`config.mk`:
```
export PLATFORM = sky130hd
export DESIGN_NAME = rs_bank
export DESIGN_NICKNAME = d
export VERILOG_FILES = /design/src/rtl/rs_bank.sv
export SDC_FILE = /design/constraint.sdc
export NUM_CORES = 1
export LEC_CHECK = 0
export CELL_PAD_IN_SITES_DETAIL_PLACEMENT = 0
export CELL_PAD_IN_SITES_GLOBAL_PLACEMENT = 1
export CORE_ASPECT_RATIO = 1.4
export CORE_MARGIN = 2
export CORE_UTILIZATION = 40
export DETAILED_ROUTE_END_ITERATION = 7
export PLACE_DENSITY = 0.74
export REMOVE_ABC_BUFFERS = 1
export SYNTH_ARGS = -nofsm -noshare
export SYNTH_HDL_FRONTEND = slang
export SYNTH_SLANG_ARGS = --single-unit
```
`constraint.sdc`:
```
create_clock -name clk -period 2.2 [get_ports clk]
set_input_delay 0.33 -clock clk [delete_from_list [all_inputs] [get_ports clk]]
set_output_delay 0.33 -clock clk [all_outputs]
set_load 0.02 [all_outputs]
```
`src/rtl/rs_bank.sv`:
```
// Reservation-station bank for one functional-unit class.
// Accepts issued instructions into free entries, snoops the CDB for missing
// operands, dispatches ready entries one at a time to the functional unit and
// frees an entry when its own result tag is broadcast.
//
// Handshakes (valid/ready semantics):
//   issue:    in_issue_enable is the request, held by the issuer until it sees
//             out_issue_ack; the ack is a one-cycle registered pulse, and no
//             allocation happens while it is high, so a held request cannot be
//             accepted twice.
//   dispatch: in_fu_ready is the FU's ready; out_fu_enable is a one-cycle
//             registered valid with out_fu_* fields. A new dispatch is never
//             launched while out_fu_enable is high (one per two cycles).
module rs_bank #(
  parameter int         NUM_ENTRIES = 4,
  parameter logic [4:0] TAG_BASE    = 5'd0,
  parameter logic [4:0] INVALID_TAG = 5'b11111
) (
  input  logic        clk,
  input  logic        rst_n,
  input  logic        in_issue_enable,
  input  logic [4:0]  in_operator_type,
  input  logic [31:0] in_val_1,
  input  logic [31:0] in_val_2,
  input  logic [4:0]  in_tag_1,
  input  logic [4:0]  in_tag_2,
  output logic        out_issue_ack,
  output logic [4:0]  out_issue_tag,
  output logic        out_full,
  input  logic        in_CDB_broadcast,
  input  logic [4:0]  in_CDB_tag,
  input  logic [31:0] in_CDB_val,
  input  logic        in_fu_ready,
  output logic        out_fu_enable,
  output logic [4:0]  out_fu_operator_type,
  output logic [31:0] out_fu_val_1,
  output logic [31:0] out_fu_val_2,
  output logic [4:0]  out_fu_tag
);

  typedef enum logic [1:0] {
    E_FREE    = 2'd0,
    E_WAITING = 2'd1,
    E_READY   = 2'd2,
    E_EXEC    = 2'd3
  } entry_state_e;

  entry_state_e state_q [NUM_ENTRIES];
  entry_state_e state_d [NUM_ENTRIES];
  logic [4:0]   op_q    [NUM_ENTRIES];
  logic [4:0]   op_d    [NUM_ENTRIES];
  logic [4:0]   tag1_q  [NUM_ENTRIES];
  logic [4:0]   tag1_d  [NUM_ENTRIES];
  logic [4:0]   tag2_q  [NUM_ENTRIES];
  logic [4:0]   tag2_d  [NUM_ENTRIES];
  logic [31:0]  val1_q  [NUM_ENTRIES];
  logic [31:0]  val1_d  [NUM_ENTRIES];
  logic [31:0]  val2_q  [NUM_ENTRIES];
  logic [31:0]  val2_d  [NUM_ENTRIES];

  logic        issue_ack_q, issue_ack_d;
  logic [4:0]  issue_tag_q, issue_tag_d;
  logic        fu_enable_q, fu_enable_d;
  logic [4:0]  fu_op_q, fu_op_d;
  logic [31:0] fu_val1_q, fu_val1_d;
  logic [31:0] fu_val2_q, fu_val2_d;
  logic [4:0]  fu_tag_q, fu_tag_d;

  logic cdb_hit;   // broadcast carries a real (non-invalid) tag
  logic any_free;
  logic dsp_done;
  logic iss_done;

  function automatic logic [4:0] own_tag(input int idx);
    return TAG_BASE + 5'(idx);
  endfunction

  // Full flag comes from registered entry state only.
  always_comb begin
    any_free = 1'b0;
    for (int i = 0; i < NUM_ENTRIES; i++) begin
      if (state_q[i] == E_FREE) any_free = 1'b1;
    end
  end

  // Per-entry next state: snoop waiting entries, dispatch the lowest ready
  // entry, free completed entries, allocate the lowest free entry.
  always_comb begin
    cdb_hit     = in_CDB_broadcast && (in_CDB_tag != INVALID_TAG);
    issue_ack_d = 1'b0;
    issue_tag_d = issue_tag_q;
    fu_enable_d = 1'b0;
    fu_op_d     = fu_op_q;
    fu_val1_d   = fu_val1_q;
    fu_val2_d   = fu_val2_q;
    fu_tag_d    = fu_tag_q;
    dsp_done    = 1'b0;
    iss_done    = 1'b0;
    for (int i = 0; i < NUM_ENTRIES; i++) begin
      state_d[i] = state_q[i];
      op_d[i]    = op_q[i];
      tag1_d[i]  = tag1_q[i];
      tag2_d[i]  = tag2_q[i];
      val1_d[i]  = val1_q[i];
      val2_d[i]  = val2_q[i];
    end
    for (int i = 0; i < NUM_ENTRIES; i++) begin
      case (state_q[i])
        E_WAITING: begin
          if (cdb_hit && tag1_q[i] == in_CDB_tag) begin
            val1_d[i] = in_CDB_val;
            tag1_d[i] = INVALID_TAG;
          end
          if (cdb_hit && tag2_q[i] == in_CDB_tag) begin
            val2_d[i] = in_CDB_val;
            tag2_d[i] = INVALID_TAG;
          end
          if (tag1_d[i] == INVALID_TAG && tag2_d[i] == INVALID_TAG) state_d[i] = E_READY;
        end
        E_READY: begin
          if (!dsp_done && in_fu_ready && !fu_enable_q) begin
            dsp_done    = 1'b1;
            state_d[i]  = E_EXEC;
            fu_enable_d = 1'b1;
            fu_op_d     = op_q[i];
            fu_val1_d   = val1_q[i];
            fu_val2_d   = val2_q[i];
            fu_tag_d    = own_tag(i);
          end
        end
        E_EXEC: begin
          if (cdb_hit && in_CDB_tag == own_tag(i)) state_d[i] = E_FREE;
        end
        default: begin
          if (!iss_done && in_issue_enable && !issue_ack_q) begin
            iss_done    = 1'b1;
            issue_ack_d = 1'b1;
            issue_tag_d = own_tag(i);
            op_d[i]     = in_operator_type;
            // A tag broadcast on the allocating edge is taken directly.
            if (cdb_hit && in_tag_1 == in_CDB_tag) begin
              val1_d[i] = in_CDB_val;
              tag1_d[i] = INVALID_TAG;
            end else begin
              val1_d[i] = in_val_1;
              tag1_d[i] = in_tag_1;
            end
            if (cdb_hit && in_tag_2 == in_CDB_tag) begin
              val2_d[i] = in_CDB_val;
              tag2_d[i] = INVALID_TAG;
            end else begin
              val2_d[i] = in_val_2;
              tag2_d[i] = in_tag_2;
            end
            state_d[i] = (tag1_d[i] == INVALID_TAG && tag2_d[i] == INVALID_TAG) ? E_READY : E_WAITING;
          end
        end
      endcase
    end
  end

  // State and output registers; reset discards every entry.
  always_ff @(posedge clk) begin
    if (!rst_n) begin
      for (int i = 0; i < NUM_ENTRIES; i++) begin
        state_q[i] <= E_FREE;
        op_q[i]    <= '0;
        tag1_q[i]  <= INVALID_TAG;
        tag2_q[i]  <= INVALID_TAG;
        val1_q[i]  <= '0;
        val2_q[i]  <= '0;
      end
      issue_ack_q <= 1'b0;
      issue_tag_q <= '0;
      fu_enable_q <= 1'b0;
      fu_op_q     <= '0;
      fu_val1_q   <= '0;
      fu_val2_q   <= '0;
      fu_tag_q    <= '0;
    end else begin
      for (int i = 0; i < NUM_ENTRIES; i++) begin
        state_q[i] <= state_d[i];
        op_q[i]    <= op_d[i];
        tag1_q[i]  <= tag1_d[i];
        tag2_q[i]  <= tag2_d[i];
        val1_q[i]  <= val1_d[i];
        val2_q[i]  <= val2_d[i];
      end
      issue_ack_q <= issue_ack_d;
      issue_tag_q <= issue_tag_d;
      fu_enable_q <= fu_enable_d;
      fu_op_q     <= fu_op_d;
      fu_val1_q   <= fu_val1_d;
      fu_val2_q   <= fu_val2_d;
      fu_tag_q    <= fu_tag_d;
    end
  end

  assign out_full             = ~any_free;
  assign out_issue_ack        = issue_ack_q;
  assign out_issue_tag        = issue_tag_q;
  assign out_fu_enable        = fu_enable_q;
  assign out_fu_operator_type = fu_op_q;
  assign out_fu_val_1         = fu_val1_q;
  assign out_fu_val_2         = fu_val2_q;
  assign out_fu_tag           = fu_tag_q;

endmodule

```
; ---- Word-level counts from Yosys, hierarchy flattened
; Memory sizes are Yosys's and may differ from the RTL's.
; Index checks and enable logic that the tools add are counted.
[totals]
output_inout_bits = 82
register_bits = 81
ramBits = 324
input_bits = 121
memories = 6
elab_cells = 332
[op_classes]
n_bitwise = 25
reduce_logical = 58
mux = 194
n_eq_ne = 42
[memory_table]
columns = name, depth, width, rd, rd_ports_with_merged_regs, wr, line
row1 = val1_q, 4, 32, 4, 0, 4, 56  ; logic [31:0] val1_q [NUM_ENTRIES];
row2 = val2_q, 4, 32, 4, 0, 4, 58  ; logic [31:0] val2_q [NUM_ENTRIES];
row3 = op_q, 4, 5, 4, 0, 4, 50  ; logic [4:0] op_q [NUM_ENTRIES];
row4 = tag1_q, 4, 5, 4, 0, 4, 52  ; logic [4:0] tag1_q [NUM_ENTRIES];
row5 = tag2_q, 4, 5, 4, 0, 4, 54  ; logic [4:0] tag2_q [NUM_ENTRIES];
row6 = state_q, 4, 2, 4, 0, 4, 48  ; entry_state_e state_q [NUM_ENTRIES];
[ops]
columns = cell, n
row1 = 2-to-1 mux 32 bit, 42
row2 = one-hot mux 32 bit (2 select lines), 8
row3 = 2-to-1 mux 5 bit, 86
row4 = "equality test 5 bit, second input constant", 16
row5 = one-hot mux 5 bit (2 select lines), 8
row6 = equality test 5 bit, 10
row7 = 2-to-1 mux 2 bit, 24
row8 = logical AND 1 bit, 37
row9 = bitwise OR 1 bit, 24
row10 = one-hot mux 2 bit (3 select lines), 4
row11 = 2-to-1 mux 1 bit, 22
row12 = "equality test 2 bit, second input constant", 8
row13 = OR reduction 3 bit, 4
row14 = "equality test 5 x 2 -> 1 bit, second input constant", 2
row15 = "equality test 2 x 1 -> 1 bit, second input constant", 4
row16 = logical NOT 1 bit, 8
row17 = logical NOT 2 bit, 4
row18 = OR reduction 2 bit, 4
row19 = "equality test 5 x 1 -> 1 bit, second input constant", 1
row20 = logical NOT 5 bit, 1
row21 = "!= test 5 bit, second input constant", 1
row22 = NOT 1 bit, 1

; ---- Depth between registers and ports, before layout
[logic_depth]
word_depth = 25
ltp_mapped = 11

; ---- Least setup slack after synthesis
; No wires, ideal clock.
[synth_path]
kind = reg-to-reg
from = memory state_q[0][0] (netlist bit)
to = memory state_q[3][1] (netlist bit)
arrival_time_ps = 2197
period_less_slack_ps = 2319
path_slack_ps = -119
path_buffers = 1
path_stages_with_launch = 10
setup_ps = 122
path_cell_list = dfxtp_1 inv_1 ha_1 buf_2 or4b_1 o21ai_0 o311ai_1 a31oi_2 nand2_1 o311a_1
[synth_lines]
columns = element, line
row1 = start: declaration, 48

==> results.py <==
metrics = {
    "power_and_ir_drop": {
        "p_total_mw": 31.3,
        "ir_worst_vdd_v": 0.000671,
        "powerDensity_mw_per_mm2": 1130,
        "p_leak_nw": 10.5,
    },
    "final_layout": {
        "synthToLayoutAreaGrowth_pct": 39.4,
        "seqCellArea_mm2": 0.00811,
        "n_fill_cell": 4398,
        "multi_input_area_mm2": 0.0118,
        "nNetsFinal": 2698,
        "diodes": 0,
        "drive_above_1_share": 0.226,
        "layout.cells.non_filler": 3225,
        "final_area_mm2": 0.0277,
    },
    "clocking": {
        "clock_latency_ps": 570,
        "ctsHoldBuffers": 0,
        "cts_root_buf": "clkbuf_16",
        "cts_tree": "done",
        "cts_buffers": 44,
        "clockBufferDepth": 3,
        "cts_max_level": 2,
        "cts.sinks": 405,
        "path_clk_slew_ps": 60,
    },
    "grt": {
        "gr-usage-all-layers": 0.303,
        "grt_max_degree": 98,
        "antenna_found_initial": 0,
        "grt_overflow": 0,
        "grt_pass1_wl_mm": 118,
        "grt_pass1_vias": 19346,
    },
    "floorplan": {
        "std_cell_rows": 96,
        "fp.dieW_um": 192,
        "core_area_mm2": 0.0490,
        "boundaryPins": 203,
        "dieArea_mm2": 0.0515,
        "fp.dieH_um": 268,
        "initial_core_util": 0.405,
    },
    "sta": {
        "setup_viol": 278,
        "setup-tns-final_ps": -45790,
        "hold_slack_ps": 248,
        "relSlewSlack": 0.562,
        "fmax_ghz": 0.400,
        "finalCritPeriodShare": 1.14,
        "clock-skew-final_ps": 18.7,
        "drv_slew": 0,
        "period_needed_ps": 2500,
        "worst_pin_slew_ps": 657,
        "rsz0062_at_grt": "yes",
        "hold_viol": 0,
        "finalWorstSetupSlack_ps": -297,
    },
    "yosys": {
        "ys_warn_count": 0,
        "synthFlopType": "dfxtp_1",
        "postSynth.asyncResetShare": 0,
        "synth_edf_count": 0,
        "syn_area_mm2": 0.0199,
        "syn_avg_cell_area_um2": 8.92,
        "yosys_register_bits": 405,
        "ys_seq_area_frac": 0.408,
        "syn_inst": 2226,
        "synth.distinct_cells": 68,
    },
    "detailed_routing": {
        "ant_nets": 0,
        "dr.pass1.iters": 6,
        "vias_per_cell": 6.17,
        "vias": 19884,
        "post-route-drc-count": 0,
        "wl_per_cell_um": 25.9,
        "wirelength_mm": 83.5,
        "drt_iter0_drc": 1626,
    },
    "worst_setup_path": {
        "required_ps": 2650,
        "cp-start-kind": "flip-flop",
        "crit_path_max_fanout": 5,
        "worstPathArrival_ps": 2940,
        "endpoint_kind": "flip-flop",
        "worstSetupPathType": "flip-flop to flip-flop",
    },
    "run": {
        "maxCapViolCount": 0,
    },
    "placement": {
        "placedCellCount": 3093,
        "dp_hpwl_mm": 49.4,
        "port_buffers": 202,
        "post_dp_cell_area_mm2": 0.0241,
        "routabilityCongestion": 0.915,
    },
    "min_path": {
        "hold_path_class": "input port to flip-flop",
    },
    "outcome": {
        "outcome": "finished, violations left",
        "failed_checks": "negative setup slack",
    },
}
kinds of logic after synthesis:
family                   after synthesis  synth area share
buffers and inverters                224            0.0524
adder cells (fa/ha/maj)               18            0.0113
XOR/XNOR                              50            0.0221
multiplexers                         129            0.0670
AO/OA/AOI/OAI                        695             0.264
AND/OR/NAND/NOR                      705             0.175
flip-flops                           405             0.408
worst paths after layout:
path / startpoint / end / slack, ps / depth (start not counted)
max: state_q[0][1] / val1_q[3][17] / -300 / 11
min: rst_n / tag2_q[1][0] / 250 / 3
max reg2reg: state_q[0][1] / val1_q[3][17] / -300 / 11
min reg2reg: out_issue_tag[2] / out_issue_tag[2] / 430 / 2
per-stage QoR:
stage               utilization  worst slack (ps)
floorplan                     -             -2080
global route              0.565              -346
CTS                       0.536              -328
global placement          0.493              -666
detailed placement        0.493              -656
finish                    0.565              -297
layout make-up:
cell class,instances,area share
well taps,637,0.0288
multi-input cells,1597,0.427
repair buffers,487,0.198
clock inverters,11,0.00547
inverters,24,0.00325
clock buffers,64,0.0443
flip-flops and latches,405,0.293
layout by cell type, fill, tap and decap left out, types with 27 or more instances in the layout:
cell type,synthesis,final
o2bb2ai_1,64,27
clkdlybuf4s50_1,0,196
dfxtp_1,405,400
buf_12,0,57
a211oi_2,0,34
nor2_1,97,86
nand3_1,71,69
mux2_2,31,31
clkbuf_16,0,65
o211ai_1,40,40
mux2i_1,97,92
xor2_1,41,41
o2bb2ai_2,0,28
nand2b_1,197,196
o21ai_0,153,125
buf_4,16,177
nand2_1,271,265
a21oi_1,93,77
a32o_1,192,192
cell usage after synthesis, drive strengths merged, types with 5 or more instances:
cell type / n / area [um2]
a41oi: 5 / 66.3
nand4: 5 / 37.5
nand3: 71 / 355
o31ai: 5 / 37.5
nor2: 100 / 388
clkbuf: 115 / 433
nand2: 272 / 1020
o32ai: 25 / 219
mux2: 32 / 360
and2: 6 / 37.5
o21ai: 161 / 806
nor3: 19 / 133
buf: 85 / 517
nor4: 7 / 65.1
a21oi: 97 / 500
a211oi: 58 / 435
o22ai: 15 / 93.8
xor2: 41 / 359
xnor2: 9 / 78.8
o32a: 5 / 50.1
ha: 18 / 225
o211ai: 40 / 300
inv: 24 / 90.1
o2bb2ai: 64 / 561
mux2i: 97 / 971
and3: 12 / 75.1
dfxtp: 405 / 8110
a32o: 192 / 1920
nand2b: 197 / 1230
routing by layer:
metal / track usage / vias up / wire length, um
met3: 0.0457 / 238 / 6670
met2: 0.512 / 986 / 39700
li1: - / 8895 / -
met5: 0 / - / 0
met4: 0.137 / 0 / 4450
met1: 0.380 / 9765 / 32700
registers in the layout (all words and copies together), names as in the netlist:
register	count
out_fu_val_2	32
tag2_q	20
val2_q	128
out_issue_tag	5
out_issue_ack	1
val1_q	128
out_fu_val_1	32
out_fu_operator_type	5
tag1_q	20
state_q	8
out_fu_tag	5
out_fu_enable	1
op_q	20
critical path: stages, from the launching register on:
cell and delay (ps):
dfxtp_2 350, inv_2 50, ha_4 160, or4b_4 540, nor3_4 230, buf_6 150
a41oi_4 40, nor3_4 260, buf_6 150, nor2_4 80, clkbuf_16 230, o2bb2ai_4 120
what timing repair did:
action / in CTS / in global routing
resized for setup: 73 / 218
buffers inserted: 14 / 13
gates cloned: 14 / 20
hold endpoints to repair: 0 / 0
pin swaps: 14 / 96
endpoints found under the setup margin: 354 / 341
report_power, final:
group | switching [mW] | internal, mW
logic | 7.88 | 6.06
registers | 1.06 | 8.90
clock network | 3.14 | 4.22
total | 12.1 | 19.2
(Power assumes the default switching activity.)
